`config.mk`:
```
export PLATFORM = sky130hd
export DESIGN_NAME = m31_sqr_arbiter
export DESIGN_NICKNAME = d
export VERILOG_FILES = /design/src/rtl/m31_sqr_arbiter.sv
export SDC_FILE = /design/constraint.sdc
export NUM_CORES = 2
export LEC_CHECK = 0
export ABC_AREA = 1
export BUFFER_PORTS_ARGS = -buffer_cell sky130_fd_sc_hd__buf_2
export CORE_AREA = 3 3 281 283
export CTS_CLUSTER_SIZE = 28
export DETAILED_ROUTE_END_ITERATION = 10
export DIE_AREA = 0 0 284 286
export GPL_ROUTABILITY_DRIVEN = 0
export HOLD_SLACK_MARGIN = 0.06
export PLACE_DENSITY = 0.63
export SLEW_MARGIN = 10
export SYNTH_ARGS = -nofsm -noshare
export SYNTH_HDL_FRONTEND = slang
export SYNTH_SLANG_ARGS = --single-unit
```
`constraint.sdc`:
```
create_clock -name clk -period 9.9 [get_ports clk]
set_input_delay 0.495 -clock clk [delete_from_list [all_inputs] [get_ports clk]]
set_output_delay 0.495 -clock clk [all_outputs]
set_load 0.05 [all_outputs]
```
`src/rtl/m31_sqr_arbiter.sv`:
```
// Round-robin arbiter time-sharing one 4-stage M31 squaring pipeline among N_REQ requesters.
// Define M31_SQR_ARB_FIXED_PRIO_EN for fixed priority (lowest index wins) instead.
module m31_sqr_arbiter #(
    parameter int unsigned N_REQ = 4
) (
    input  logic                clk,
    input  logic                rst_n,
    input  logic [N_REQ-1:0]    req_valid_i,
    input  logic [N_REQ*31-1:0] req_data_i,
    output logic [N_REQ-1:0]    req_ready_o,
    output logic [N_REQ-1:0]    rsp_valid_o,
    output logic [30:0]         rsp_data_o,
    output logic [2:0]          inflight_o,
    output logic [31:0]         grant_cnt_o
);

    localparam int unsigned TAG_W = (N_REQ > 1) ? $clog2(N_REQ) : 1;
    localparam int unsigned LAT   = 4;
    localparam logic [31:0] MODP  = 32'h7FFF_FFFF;

    // Arbitration
    logic             gnt_any;
    logic [TAG_W-1:0] gnt_idx;
    logic [N_REQ-1:0] gnt_vec;

`ifndef M31_SQR_ARB_FIXED_PRIO_EN
    logic [TAG_W-1:0] rr_ptr_q, rr_ptr_d;
    logic [TAG_W-1:0] cand;
`endif

    always_comb begin
        gnt_any = 1'b0;
        gnt_idx = '0;
`ifdef M31_SQR_ARB_FIXED_PRIO_EN
        for (int k = N_REQ - 1; k >= 0; k--) begin
            if (req_valid_i[TAG_W'(k)]) begin
                gnt_any = 1'b1;
                gnt_idx = TAG_W'(k);
            end
        end
`else
        cand = '0;
        for (int unsigned k = 0; k < N_REQ; k++) begin
            cand = TAG_W'((32'(rr_ptr_q) + k) % N_REQ);
            if (!gnt_any && req_valid_i[cand]) begin
                gnt_any = 1'b1;
                gnt_idx = cand;
            end
        end
`endif
        // Ready is forced low while reset is held so nothing is accepted.
        if (!rst_n) begin
            gnt_any = 1'b0;
        end
    end

    always_comb begin
        gnt_vec = '0;
        if (gnt_any) begin
            gnt_vec[gnt_idx] = 1'b1;
        end
    end

    assign req_ready_o = gnt_vec;

`ifndef M31_SQR_ARB_FIXED_PRIO_EN
    always_comb begin
        rr_ptr_d = rr_ptr_q;
        if (gnt_any) begin
            rr_ptr_d = (gnt_idx == TAG_W'(N_REQ - 1)) ? '0 : gnt_idx + TAG_W'(1);
        end
    end
`endif

    // Owner tags: one-hot per stage, all-zero for a bubble.
    logic [LAT-1:0][N_REQ-1:0] tag_q, tag_d;
    logic [2:0]                inflight_q, inflight_d;
    logic [31:0]               grant_cnt_q, grant_cnt_d;
    logic [30:0]               rsp_data_q, rsp_data_d;

    // Squaring datapath: multiply, fold, fold, canonicalise.
    logic [30:0] sq_op;
    logic [61:0] op_ext;
    logic [61:0] prod_q, prod_d;
    logic [31:0] fold1_q, fold1_d;
    logic [31:0] fold2_q, fold2_d;
    logic [30:0] canon;

    always_comb begin
        sq_op   = req_data_i[31*32'(gnt_idx) +: 31];
        op_ext  = {31'b0, sq_op};
        prod_d  = op_ext * op_ext;
        fold1_d = {1'b0, prod_q[30:0]} + {1'b0, prod_q[61:31]};
        fold2_d = {1'b0, fold1_q[30:0]} + {31'b0, fold1_q[31]};
        // fold2 is at most 2^31, so one conditional subtract makes it canonical.
        canon   = (fold2_q >= MODP) ? 31'(fold2_q - MODP) : fold2_q[30:0];
    end

    always_comb begin
        tag_d       = {tag_q[LAT-2:0], gnt_vec};
        grant_cnt_d = grant_cnt_q + {31'b0, gnt_any};
        rsp_data_d  = (|tag_q[LAT-2]) ? canon : rsp_data_q;
        inflight_d  = '0;
        for (int unsigned s = 0; s < LAT; s++) begin
            inflight_d = inflight_d + {2'b00, |tag_d[s]};
        end
    end

    always_ff @(posedge clk) begin
        if (!rst_n) begin
            tag_q       <= '0;
            inflight_q  <= '0;
            grant_cnt_q <= '0;
            rsp_data_q  <= '0;
`ifndef M31_SQR_ARB_FIXED_PRIO_EN
            rr_ptr_q    <= '0;
`endif
        end else begin
            tag_q       <= tag_d;
            inflight_q  <= inflight_d;
            grant_cnt_q <= grant_cnt_d;
            rsp_data_q  <= rsp_data_d;
`ifndef M31_SQR_ARB_FIXED_PRIO_EN
            rr_ptr_q    <= rr_ptr_d;
`endif
        end
    end

    // Data stages carry no control meaning; stale values are masked by the tags.
    always_ff @(posedge clk) begin
        prod_q  <= prod_d;
        fold1_q <= fold1_d;
        fold2_q <= fold2_d;
    end

    assign rsp_valid_o = tag_q[LAT-1];
    assign rsp_data_o  = rsp_data_q;
    assign inflight_o  = inflight_q;
    assign grant_cnt_o = grant_cnt_q;

    a_ready_onehot: assert property (@(posedge clk) $onehot0(req_ready_o));
    a_rsp_onehot:   assert property (@(posedge clk) $onehot0(rsp_valid_o));
    a_inflight_max: assert property (@(posedge clk) inflight_o <= 3'(LAT));

endmodule

```
==> results.cfg <==
[critical_path]
end_kind = flip-flop
crit_path_max_fanout = 86
r2r-start = rr_ptr_q[0]
cp.required_ps = 10300
cpMaxStageDelayCell = fa_1
setup.worst_path.class = flip-flop to flip-flop
crit_path_frequent_cell = fa_1
max_stage_delay_ps = 590
startpoint = rr_ptr_q[0]
critPathLaunchType = flip-flop
worstPathArrival_ps = 9880

[global_route]
grtUsageTotal_pct = 27.6
first_global_vias = 31700
grt_max_degree = 87
grt_pass1_wl_mm = 175
antenna_found_initial = 2
globalRouteOverflowTotal = 0

[detailed_routing]
vias = 30700
routedWlPerCell_um = 18.6
drt_iter0_markers = 1993
drtAntennaViolNets = 0
drtPass1Iterations = 5
via_per_inst = 5.14
drc = 0
wirelength_mm = 111

[placed_design]
dp_slack_ps = 262
port_buffers = 203
dpl.hpwl_mm = 96.0

[clock_tree]
clk_latency_ps = 500
cts_root_buf = clkbuf_16
cts_made_buffers = 23
ctsHtreeMaxLevel = 1
clkSlewWorstSetupHoldPaths_ps = 60
postCtsSetupRepairBufs = 0
cts_tree = built
cts_hold_buf = 0
cts.sinks = 209
cts-resized-gates = 0
clk_path_buf_depth = 3

[synth]
netlist_instances = 4738
yosysWarnings = 0
ys_ff_latch = 209
postSynthNetCount = 5922
ys_seq_area_share_pct = 10.9
synthDistinctLibCells = 47
synth.avg_cell_area_um2 = 8.08
synth_area_um2 = 38300
synth_ff_type = dfxtp_1
synth-edff-count = 0
synthArstFlopShare_pct = 0

[finish]
final_cell_mix = inv_1 (1,257), nand2_1 (768), fa_1 (749)
fill_cells = 7448
multi_input_area_um2 = 28600
drive_above_1_share_pct = 7.84
seqCellArea_um2 = 4190
layout_commonest_cell = inv_1
nNetsFinal = 6106
area_growth_syn_to_layout_pct = 7.93

[flow_run]
maxCapViolCount = 0

[min_path]
hold_class = flip-flop to flip-flop
min_from = tag_d[10]

[outcome]
outcome = complete, no violations

[floorplanning]
num_rows = 102
fp.dieH_um = 286
die-area_um2 = 81200
initial_core_util_pct = 49.7
fp.dieW_um = 284
io_pins = 204
core_area_um2 = 77000

[sta]
final-hold-violation-count = 0
drv_slew = 0
slew_headroom_pct = 54.2
finalClockSkew_ps = 12.9
hold_slack_ps = 422
max_freq_ghz = 0.106
grt_setup_unrepaired = no
fin_tns_setup_ps = 0
fin_ws_ps = 422
post-route-period-util_pct = 95.7
finalSetupViolCount = 0
worst_slew_pin_slew_ps = 681
min_period_ps = 9480
-- layout make-up --
class                      count  share of cell area, %
antenna                        1                0.00606
clock buffer                  28                   1.49
clock inverter                11                  0.303
inverter                    1293                   11.8
multi-input combinational   3116                   69.3
sequential                   209                   10.1
tap                         1040                   3.15
timing repair buffer         279                   3.90
-- per-layer routing --
metal	share of wire, %	global-route usage [%]
met5	0.012	0
met4	4.8	10.4
met3	6.6	3.47
met2	48	47.0
met1	41	36.2
-- Yosys cell counts, types with 21 or more instances --
| cell | count | area share (%) |
|---|---|---|
| nand4_1 | 32 | 0.52 |
| inv_2 | 32 | 0.31 |
| nand2_1 | 768 | 7.5 |
| o211ai_1 | 50 | 0.98 |
| dfxtp_1 | 209 | 11 |
| xnor2_1 | 35 | 0.80 |
| nor2_1 | 517 | 5.1 |
| inv_1 | 1257 | 12 |
| nor3_1 | 42 | 0.55 |
| o21bai_1 | 27 | 0.53 |
| a21oi_1 | 126 | 1.6 |
| fa_1 | 749 | 39 |
| nand3_1 | 130 | 1.7 |
| xor2_1 | 115 | 2.6 |
| buf_2 | 76 | 0.99 |
| ha_1 | 305 | 10 |
| a21o_1 | 21 | 0.41 |
| o21ai_0 | 90 | 1.2 |
-- state kept, by name (all words and copies together) (netlist names) --
register     count
rsp_data_o      31
tag_d           12
inflight_o       3
fold1_q         32
grant_cnt_o     32
fold2_q         32
prod_q          61
rsp_valid_o      4
rr_ptr_q         2
-- stage by stage --
stage	instances	utilization (%)	instance area (um^2)
2_1_floorplan	4738	-	38300
3_3_place_gp	5937	52.7	40500
3_5_place_dp	5937	52.7	40500
4_1_cts	5976	53.6	41300
5_1_grt	5976	53.7	41300
6_report	5977	53.7	41300
-- critical path, delay by kind of cell, from the launching register on --
kind                     cells  cell delay [ps]
AND/OR/NAND/NOR             11             1660
adder cells (fa/ha/maj)      9             4430
XOR/XNOR                     1              170
AO/OA/AOI/OAI                6             1200
flip-flops                   1              440
buffers and inverters       10             1370
-- final timing paths --
check	cells after the start	slack, ps	to
worst max-delay path	37	420	prod_q[47]
worst min-delay path	2	420	tag_d[14]
worst max register to register	37	420	prod_q[47]
worst min register to register	2	420	tag_d[14]
-- cell families after synthesis --
| kind of cell | after synthesis | synth area share (%) |
|---|---|---|
| and+or+nand+nor | 1554 | 16.5 |
| buffers and inverters | 1413 | 14.4 |
| adders and majority gates | 1054 | 49.1 |
| AOI/OAI and AO/OA | 358 | 5.60 |
| DFF | 209 | 10.9 |
| xor gates and xnor gates | 150 | 3.43 |
Power is not shown: default switching activity piles up to over one toggle a cycle in this logic, so the estimate is an artifact.
